$ cat config.mk
export PLATFORM = sky130hd
export DESIGN_NAME = vga_frame_grabber
export DESIGN_NICKNAME = d
export VERILOG_FILES = /design/src/rtl/vga_frame_grabber_pkg.sv /design/src/rtl/vga_frame_grabber_line_period_meter.sv /design/src/rtl/vga_frame_grabber.sv
export SDC_FILE = /design/constraint.sdc
export NUM_CORES = 1
export LEC_CHECK = 0
export BUFFER_PORTS_ARGS = -buffer_cell sky130_fd_sc_hd__buf_2
export CAP_MARGIN = 20
export CORE_MARGIN = 5
export CORE_UTILIZATION = 25
export DETAILED_ROUTE_END_ITERATION = 12
export GPL_TIMING_DRIVEN = 0
export PLACE_DENSITY = 0.48
export RECOVER_POWER = 100
export SYNTH_ARGS = -nofsm -noshare
export SYNTH_HDL_FRONTEND = slang
export SYNTH_HIERARCHICAL = 1
export SYNTH_SLANG_ARGS = --single-unit
$ cat constraint.sdc
create_clock -name slow_clock -period 2.8 [get_ports slow_clock]
set_input_delay 0.28 -clock slow_clock [delete_from_list [all_inputs] [get_ports slow_clock]]
set_output_delay 0.28 -clock slow_clock [all_outputs]
set_load 0.05 [all_outputs]
$ cat src/rtl/vga_frame_grabber_pkg.sv
// Shared definitions for the VGA frame grabber: FSM states, window geometry
// and period/position counter sizing.
package vga_frame_grabber_pkg;

  typedef enum logic [1:0] {
    IDLE,
    ARM,
    CAPTURE
  } state_t;

  localparam int unsigned WIN_SIZE    = 256;
  localparam int unsigned DEF_H_START = 240;
  localparam int unsigned DEF_V_START = 141;

  localparam int unsigned             PERIOD_W   = 11;
  localparam logic [PERIOD_W-1:0]     PERIOD_MAX = '1;

  localparam int unsigned             POS_W   = 10;
  localparam logic [POS_W-1:0]        POS_MAX = '1;

endpackage

$ cat src/rtl/vga_frame_grabber_line_period_meter.sv
// Measures cycles between Hsync rises and qualifies lock once LOCK_LINES
// consecutive periods have the same length.
module vga_line_period_meter
  import vga_frame_grabber_pkg::*;
#(
  parameter int unsigned LOCK_LINES = 4
) (
  input  logic                slow_clock,
  input  logic                Reset,
  input  logic                hsync_rise,
  output logic [PERIOD_W-1:0] oLinePeriod,
  output logic                oLocked
);

  localparam int unsigned RUN_W = $clog2(LOCK_LINES + 1);

  logic [PERIOD_W-1:0] count;
  logic [RUN_W-1:0]    run;
  logic [RUN_W-1:0]    run_next;
  logic                seen_edge;

  // The interval ending at the first rise after reset (or after a timeout)
  // is not a real line, so it never counts toward the run.
  always_comb begin
    run_next = run;
    if (!seen_edge) begin
      run_next = '0;
    end else if (count == oLinePeriod) begin
      if (run < RUN_W'(LOCK_LINES)) run_next = run + RUN_W'(1);
    end else begin
      run_next = RUN_W'(1);
    end
  end

  always_ff @(posedge slow_clock) begin
    if (!Reset) begin
      count       <= '0;
      run         <= '0;
      seen_edge   <= 1'b0;
      oLinePeriod <= '0;
      oLocked     <= 1'b0;
    end else if (hsync_rise) begin
      count       <= PERIOD_W'(1);
      oLinePeriod <= count;
      seen_edge   <= 1'b1;
      run         <= run_next;
      oLocked     <= (run_next >= RUN_W'(LOCK_LINES));
    end else if (count == PERIOD_MAX) begin
      run       <= '0;
      seen_edge <= 1'b0;
      oLocked   <= 1'b0;
    end else begin
      count <= count + PERIOD_W'(1);
    end
  end

endmodule

$ cat src/rtl/vga_frame_grabber.sv
// Recovers pixel/line position from a VGA stream and captures one 256x256
// window of a frame into an external pixel memory on request.
module vga_frame_grabber
  import vga_frame_grabber_pkg::*;
#(
  parameter int unsigned H_START    = DEF_H_START,
  parameter int unsigned V_START    = DEF_V_START,
  parameter int unsigned LOCK_LINES = 4
) (
  input  logic                slow_clock,
  input  logic                Reset,
  input  logic [2:0]          iVGA_RGB,
  input  logic                iHsync,
  input  logic                iVsync,
  input  logic                iCaptureRequest,
  output logic                oWriteEnable,
  output logic [15:0]         oWriteAddress,
  output logic [2:0]          oWriteData,
  output logic                oLocked,
  output logic [PERIOD_W-1:0] oLinePeriod,
  output logic                oBusy,
  output logic                oDone,
  output logic                oError
);

  localparam logic [POS_W-1:0] X_LO = POS_W'(H_START);
  localparam logic [POS_W-1:0] X_HI = POS_W'(H_START + WIN_SIZE - 1);
  localparam logic [POS_W-1:0] Y_LO = POS_W'(V_START);
  localparam logic [POS_W-1:0] Y_HI = POS_W'(V_START + WIN_SIZE - 1);

  state_t           state;
  logic [2:0]       rgb_s1;
  logic             hs_s1, hs_s2, vs_s1, vs_s2;
  logic             hs_rise, vs_rise, frame_start;
  logic             frame_pending;
  logic [POS_W-1:0] x_q, y_q, x_cur, y_cur;
  logic             in_win, wr, last_write;
  logic [15:0]      waddr;

  always_ff @(posedge slow_clock) begin
    if (!Reset) begin
      rgb_s1 <= '0;
      hs_s1  <= 1'b0;
      hs_s2  <= 1'b0;
      vs_s1  <= 1'b0;
      vs_s2  <= 1'b0;
    end else begin
      rgb_s1 <= iVGA_RGB;
      hs_s1  <= iHsync;
      hs_s2  <= hs_s1;
      vs_s1  <= iVsync;
      vs_s2  <= vs_s1;
    end
  end

  assign hs_rise     = hs_s1 & ~hs_s2;
  assign vs_rise     = vs_s1 & ~vs_s2;
  assign frame_start = hs_rise & (frame_pending | vs_rise);

  // x_cur/y_cur are the position of the sample currently held in s1.
  always_comb begin
    x_cur = (x_q == POS_MAX) ? x_q : x_q + POS_W'(1);
    y_cur = y_q;
    if (hs_rise) begin
      x_cur = '0;
      if (frame_start)       y_cur = '0;
      else if (y_q != POS_MAX) y_cur = y_q + POS_W'(1);
    end
  end

  always_ff @(posedge slow_clock) begin
    if (!Reset) begin
      x_q           <= '0;
      y_q           <= '0;
      frame_pending <= 1'b0;
    end else begin
      x_q <= x_cur;
      y_q <= y_cur;
      if (frame_start)  frame_pending <= 1'b0;
      else if (vs_rise) frame_pending <= 1'b1;
    end
  end

  vga_line_period_meter #(
    .LOCK_LINES(LOCK_LINES)
  ) u_meter (
    .slow_clock (slow_clock),
    .Reset      (Reset),
    .hsync_rise (hs_rise),
    .oLinePeriod(oLinePeriod),
    .oLocked    (oLocked)
  );

  assign in_win = (x_cur >= X_LO) && (x_cur <= X_HI) &&
                  (y_cur >= Y_LO) && (y_cur <= Y_HI);
  assign waddr  = {8'(y_cur - Y_LO), 8'(x_cur - X_LO)};

  // The line that starts the capture is y=0, so writes are allowed on the
  // ARM->CAPTURE transition cycle as well as in CAPTURE.
  assign wr = in_win && oLocked &&
              ((state == CAPTURE && !last_write) || (state == ARM && frame_start));

  always_ff @(posedge slow_clock) begin
    if (!Reset) begin
      state         <= IDLE;
      oBusy         <= 1'b0;
      oDone         <= 1'b0;
      oError        <= 1'b0;
      oWriteEnable  <= 1'b0;
      oWriteAddress <= '0;
      oWriteData    <= '0;
      last_write    <= 1'b0;
    end else begin
      oDone        <= 1'b0;
      oError       <= 1'b0;
      oWriteEnable <= wr;
      if (wr) begin
        oWriteAddress <= waddr;
        oWriteData    <= rgb_s1;
        if (waddr == '1) last_write <= 1'b1;
      end
      unique case (state)
        IDLE: begin
          if (iCaptureRequest && oLocked) begin
            state <= ARM;
            oBusy <= 1'b1;
          end
        end
        ARM: begin
          if (!oLocked) begin
            state  <= IDLE;
            oBusy  <= 1'b0;
            oError <= 1'b1;
          end else if (frame_start) begin
            state <= CAPTURE;
          end
        end
        CAPTURE: begin
          if (last_write) begin
            state      <= IDLE;
            oBusy      <= 1'b0;
            oDone      <= 1'b1;
            last_write <= 1'b0;
          end else if (!oLocked) begin
            state  <= IDLE;
            oBusy  <= 1'b0;
            oError <= 1'b1;
          end
        end
        default: begin
          state <= IDLE;
          oBusy <= 1'b0;
        end
      endcase
    end
  end

endmodule

# After elaboration in Yosys (flattened, before gate mapping)

Cells that the tools add are included.
W data, S select, Z words.

Flip-flop bits (word level): 81
Bits in latches: 0
RAM bits: 0
ROM bits: 0
Input port bits: 8
Output and inout bits: 35
Word-level logic and storage cells: 101
Memories kept: 0

Add/sub/neg operators: 6
Multiply operators: 0
Div/mod/pow operators: 0
Order comparisons: 6
Equality and inequality tests: 11
Shift-type cells: 0
Multiplexer cells: 33
Bitwise logic cells: 7
Reduce and logical (&&, ||, !) cells: 16

Operators by type and width:

| cell                    | number |
|---|---|
| $mux W10                | 5 |
| $add A10 B1 Y10 const B | 2 |
| $ge A10 B8 Y1 const B   | 2 |
| $le A10 B9 Y1 const B   | 2 |
| $eq A16 B16 Y1 const B  | 1 |
| $sub A8 B8 Y8 const B   | 2 |
| $mux W1                 | 15 |
| $mux W3                 | 5 |
| $add A11 B1 Y11 const B | 1 |
| $eq A11 B11 Y1          | 1 |
| $eq A11 B11 Y1 const B  | 1 |
| $eq A10 B10 Y1 const B  | 1 |
| $mux W2                 | 5 |
| $ne A10 B10 Y1 const B  | 1 |
| $logic_and A1 B1 Y1     | 8 |
| $ne A3 B3 Y1 const B    | 2 |
| $pmux W2 S3             | 1 |
| $ne A2 B2 Y1 const B    | 2 |
| $reduce_or A2 Y1        | 2 |
| $add A3 B1 Y3 const B   | 1 |
| $and A1 B1 Y1           | 3 |
| $ge A3 B3 Y1 const B    | 1 |
| $lt A3 B3 Y1 const B    | 1 |
| $not A1 Y1              | 3 |
| other kinds (11)        | 11 |

# Logic depth before layout (Yosys ltp)

Depth after elaboration: 14
Gate-level depth with buffers: 18
Gate-level depth less buffers: 15

# Hierarchy

The synthesis kept the hierarchy.

Modules (own cells, without submodules):

| module                | instances | cells each | area an instance (sq um) | sequential area each (sq um) |
|---|---|---|---|---|
| vga_frame_grabber     | 1         | 355        | 3070.4                   | 1081.0 |
| vga_line_period_meter | 1         | 129        | 1247.4                   | 520.5 |

# Least setup slack after synthesis

No wires, ideal clock.

Path type: reg-to-reg
Start: register hs_s2
End: register oWriteAddress[10]
Setup time: 0.063 ns
Arrival: 3.025 ns
Data required time: 2.737 ns
Path slack: -0.289 ns
Cell stages (with the launch flop): 17
Path buffers: 4
Clock period less this slack: 3.089 ns
Path through: dfxtp_1 nand2b_1 buf_2 inv_2 buf_2 buf_1 o21ai_0 a32oi_1 ha_1 inv_1 o21ai_0 a21oi_1 or4_4 nand4_4 buf_8 mux2_4 nor2_2

Word-level cells in the longest chain between the ends: 10
Elaborated cells on any way between the ends: 18
Classes of those cells: 1 x add/sub; 4 x order compare; 3 x mux; 3 x bitwise; 7 x reduce/logical

Ends and longest elaborated chain:

| what                             | RTL line                 | text |
|---|---|---|
| start: declaration               | vga_frame_grabber.sv:33  | `logic hs_s1, hs_s2, vs_s1, vs_s2;` |
| start signal: assignment         | vga_frame_grabber.sv:50  | `hs_s2 <= hs_s1;` |
| $not A1 Y1 *                     | vga_frame_grabber.sv:56  | `assign hs_rise = hs_s1 & ~hs_s2;` |
| $and A1 B1 Y1 *                  | vga_frame_grabber.sv:56  |  |
| named net hs_rise                | vga_frame_grabber.sv:34  | `logic hs_rise, vs_rise, frame_start;` |
| $and A1 B1 Y1                    | vga_frame_grabber.sv:58  | `assign frame_start = hs_rise & (frame_pending \| vs_rise);` |
| $mux W10                         | vga_frame_grabber.sv:66  | `if (frame_start) y_cur = '0;` |
| $mux W10                         | vga_frame_grabber.sv:64  | `if (hs_rise) begin` |
| $ge A10 B8 Y1                    | vga_frame_grabber.sv:95  | `(y_cur >= Y_LO) && (y_cur <= Y_HI);` |
| $logic_and A1 B1 Y1              | vga_frame_grabber.sv:94  | `assign in_win = (x_cur >= X_LO) && (x_cur <= X_HI) &&` |
| $logic_and A1 B1 Y1              | vga_frame_grabber.sv:95  |  |
| $logic_and A1 B1 Y1 (2 in a row) | vga_frame_grabber.sv:100 | `assign wr = in_win && oLocked &&` |
| end signal: assignment           | vga_frame_grabber.sv:118 | `oWriteAddress <= waddr;` |
| end: declaration                 | vga_frame_grabber.sv:17  | `output logic [15:0] oWriteAddress,` |

Mark *: on every way through the listed nets, which the timed path passes. The rest lies on a longest branch.
A chain may end at the register's enable or synchronous reset.

# Final worst setup path

Start: register x_q[0]
End: register last_write

Word-level cells in the longest chain between the ends: 12
Elaborated cells on any way between the ends: 17
Classes of those cells: 2 x add/sub; 2 x order compare; 2 x eq/ne; 6 x mux; 5 x reduce/logical

Ends and longest elaborated chain:

| what                                                  | RTL line                 | text |
|---|---|---|
| start: declaration                                    | vga_frame_grabber.sv:36  | `logic [POS_W-1:0] x_q, y_q, x_cur, y_cur;` |
| start signal: assignment                              | vga_frame_grabber.sv:77  | `x_q <= x_cur;` |
| $add A10 B1 Y10 or $eq A10 B10 Y1 (tied branches)     | vga_frame_grabber.sv:62  | `x_cur = (x_q == POS_MAX) ? x_q : x_q + POS_W'(1);` |
| $mux W10 *                                            | vga_frame_grabber.sv:62  |  |
| $mux W10 *                                            | vga_frame_grabber.sv:64  |  |
| named net x_cur[4]                                    | vga_frame_grabber.sv:36  |  |
| branches (longest 6 deep; another with $sub A8 B8 Y8) | n/a                      |  |
| $mux W1 *                                             | vga_frame_grabber.sv:117 | `if (wr) begin` |
| $mux W1                                               | vga_frame_grabber.sv:139 | `if (last_write) begin` |
| $mux W1 *                                             | vga_frame_grabber.sv:122 | `unique case (state)` |
| end signal: assignment                                | vga_frame_grabber.sv:112 | `last_write <= 1'b0;` |
| end signal: assignment                                | vga_frame_grabber.sv:120 | `if (waddr == '1) last_write <= 1'b1;` |
| end signal: assignment                                | vga_frame_grabber.sv:143 | `last_write <= 1'b0;` |
| end: declaration                                      | vga_frame_grabber.sv:37  | `logic in_win, wr, last_write;` |

Mark *: on every way through the listed nets, which the timed path passes.

==> results.toml <==
[setup_path]
r2r-start = "x_q[0]$_SDFF_PN0_"
crit_chain = "ha_4 -> and4_1 -> buf_6 -> a211oi_4 -> ha_2 -> nand2_2 -> o31a_1 -> a2111oi_4 -> nand4_4 -> buf_8 -> or2_1 -> o21ai_1"
slowest_stage = "dfxtp_4"
crit_path_start_kind = "register"
crit_type = "register to register"
reg2reg_to = "last_write$_SDFF_PN0_"
cp.arrival_ps = 3150
rrSetupSlack_ps = -80
crit_fanout = 7
critPathCaptureType = "register"
cp.required_ps = 3070
cpPeakStageDelay_ps = 360
r2r_cells = 12

[power_and_ir_drop]
swShare_pct = 23.3
seqPwrFrac_pct = 42.8
clock_power_share_pct = 48.6
internal_power_uw = 2090
pwr-share-comb_pct = 8.6
p_leak_uw = 0.00226
p_per_area_mw_per_mm2 = 457
max-vdd-ir-drop_mv = 0.341
switchingPower_uw = 636

[timing]
skew_ps = 8.67
finalSetupViolCount = 17
slew_headroom_pct = 56.5
fin_crit_ps = 2880
rsz0062_at_grt = "yes"
fin_crit_sh_pct = 103
final_hold_viol_count = 0
setup_slack_ps = -78.8
maxSlewViolCount = 0
fmax_mhz = 347
worst_slew_pin_slew_ps = 652

[yosys]
syn_nets = 505
synth_cell_types = 75
synth-edff-count = 0
syn-cell-area_mm2 = 0.00432
yosysSeqAreaShare_pct = 37.1
synth_top_flop_cell = "dfxtp_1"
yosysWarnings = 6
ys_ff_latch = 80
syn_area_per_cell_um2 = 8.92
synthArstFlopShare_pct = 0
synth_cells = 484

[run_status]
failed_checks = "negative setup slack"
status = "finished with violations"

[finish]
drive_gt1_share_pct = 27.6
final_cells = 823
fin_nets = 615
antennaDiodeCount = 0
synthToLayoutAreaGrowth_pct = 38.1
fill_cells = 1723

[clock_tree]
cts_root_buf = "clkbuf_16"
clk_transition_reported_paths_ps = 60
h-tree-depth = 3
clock_sinks = 80
cts_buffers = 9
cts_hold_buf = 0
cts_buffer_depth = 2
cts_tree = "done"
clock_latency_ps = 350

[floorplan]
die_x_um = 141
start_util_pct = 25.2
num_rows = 48
core_area_mm2 = 0.0171
fp.dieArea_mm2 = 0.0200
die_h_um = 141
io_pins = 43

[hold_path]
hold_path_depth = 2
whs_endpoint = "hs_s1$_SDFF_PN0_"
min_path_type = "primary input to register"
hp-start = "iHsync"

[grt]
grt_pass1_vias = 3921
grt-ovfl-total = 0
grt_max_degree = 16
track_usage_pct = 12.5
antenna_found_initial = 0
grt_pass1_wl_mm = 20.2

[routing]
ant_nets = 0
drtIter0Drc = 142
avgRoutedWirePerCell_um = 15.3
wl_mm = 12.6
first_pass_iters = 4
vias = 3942
drc = 0
vias_per_cell = 4.79

[placement]
dp_slack_ps = -455
dp_cells = 751
port_buffers = 42
dpl.hpwl_mm = 8.49
routabilityCongestion = 0.861

[job]
maxCapViolations = 0
timing repair:
| action | 4_1_cts | 5_1_grt |
|---|---|---|
| gates cloned | 1 | 1 |
| setup buffers | 44 | 16 |
| pin swaps | 25 | 19 |
| endpoints found under the setup margin | 21 | 21 |
| gates resized for setup | 53 | 26 |
cells in the mapped netlist (all sizes together) (7+ instances only):
master | count | area [um2]
buf | 15 | 131
and2 | 14 | 87.6
a21oi | 25 | 133
xor2 | 11 | 96.3
nor2 | 47 | 179
nand3 | 23 | 115
inv | 19 | 71.3
nand2 | 32 | 120
o21ai | 17 | 85.1
nor2b | 18 | 113
nand4 | 14 | 115
dfxtp | 80 | 1600
clkbuf | 9 | 43.8
nor3 | 13 | 75.1
and3 | 8 | 50.1
xnor2 | 17 | 149
mux2i | 27 | 270
a31oi | 7 | 43.8
ha | 13 | 163
worst max path at each step:
stage / start / endpoint / slack [ps]
4_1_cts: y_q[1]$_SDFF_PN0_ / oWriteAddress[4]$_SDFFE_PN0N_ / -160
2_1_floorplan: y_q[0]$_SDFF_PN0_ / oWriteAddress[10]$_SDFFE_PN0N_ / 5
5_1_grt: x_q[0]$_SDFF_PN0_ / last_write$_SDFF_PN0_ / -210
3_3_place_gp: hs_s2$_SDFF_PN0_ / last_write$_SDFF_PN0_ / -490
3_5_place_dp: hs_s2$_SDFF_PN0_ / last_write$_SDFF_PN0_ / -450
6_report: x_q[0]$_SDFF_PN0_ / last_write$_SDFF_PN0_ / -80
per-layer routing:
| layer | track usage (%) | part of all wire [%] | vias up |
|---|---|---|---|
| met4 | 4.04 | 2.5 | 0 |
| li1 | - | - | 1948 |
| met3 | 3.03 | 4.3 | 26 |
| met1 | 14.9 | 44 | 1890 |
| met5 | 0 | 0 | - |
| met2 | 22.2 | 49 | 78 |
power by group through the flow:
stage                     clock [uW]  combinational, uW  sequential, uW
after global routing            1400                255            1170
final                           1320                234            1170
after floorplan                    0                102            1200
after CTS                       1360                216            1170
after detailed placement           0                153            1200
after global placement             0                152            1200
critical path: cells and delay by family (launching register included):
kind / cells / cell delay (ps)
AO/OA/AOI/OAI: 4 / 940
adder cells (fa/ha/maj): 2 / 420
buffers and inverters: 2 / 340
flip-flops: 1 / 360
AND/OR/NAND/NOR: 4 / 760
cell families after synthesis:
family	Yosys count	synth area share (%)
simple gates	195	24.4
compound gates	94	16.1
flops	80	37.1
buf+inv	44	5.79
mux	30	7.13
xor+xnor	28	5.68
fa+ha+maj	13	3.77
cells in the final DEF (no fill, tap or decap), types with 4 or more instances in the layout:
master and count:
dfxtp_1 70, buf_4 50, nor2_1 45, clkbuf_1 41, nand2_1 28, mux2i_1 27
nand3_1 21, a21oi_1 21, nor2b_1 17, xnor2_1 17, inv_1 15, buf_6 14
o21ai_0 12, clkbuf_16 11, nand4_1 11, xor2_1 11, and2_1 10, nor3_1 10
buf_2 9, ha_1 8, a31oi_1 7, and3_1 7, buf_12 5, o211ai_1 5
dfxtp_4 5, dfxtp_2 5, nand2b_1 4, inv_2 4, a21oi_2 4, a2111oi_4 4
registers in the layout (all words and copies together), names as in the netlist:
signal and flops:
frame_pending 1, hs_s1 1, hs_s2 1, last_write 1, oBusy 1, oDone 1, oError 1, oWriteAddress 16
oWriteData 3, oWriteEnable 1, rgb_s1 3, state 2, u_meter/count 11, u_meter/oLinePeriod 11, u_meter/oLocked 1, u_meter/run 2
u_meter/seen_edge 1, vs_s1 1, vs_s2 1, x_q 10, y_q 10
metrics by stage:
step	area, um2	power [uW]	utilization [%]	hold WS, ps	setup TNS [ps]
2_1_floorplan	4390	1300	-	405	0
3_3_place_gp	4880	1350	28.5	443	-8270
3_5_place_dp	4880	1350	28.5	446	-7790
4_1_cts	5810	2750	33.9	128	-1830
5_1_grt	5960	2830	34.8	141	-3230
6_report	5960	2730	34.8	136	-452
final cells by class:
cell class	instances	area (um2)	area share [%]
repair buffers	102	698	11.7
inverters	20	75.1	1.26
well taps	225	282	4.72
clock inverters	4	77.6	1.30
flip-flops and latches	80	1630	27.3
multi-input cells	360	2740	45.9
plain buffers	21	213	3.57
clock buffers	11	253	4.24
No activity file was read; power rests on OpenSTA's default activity.
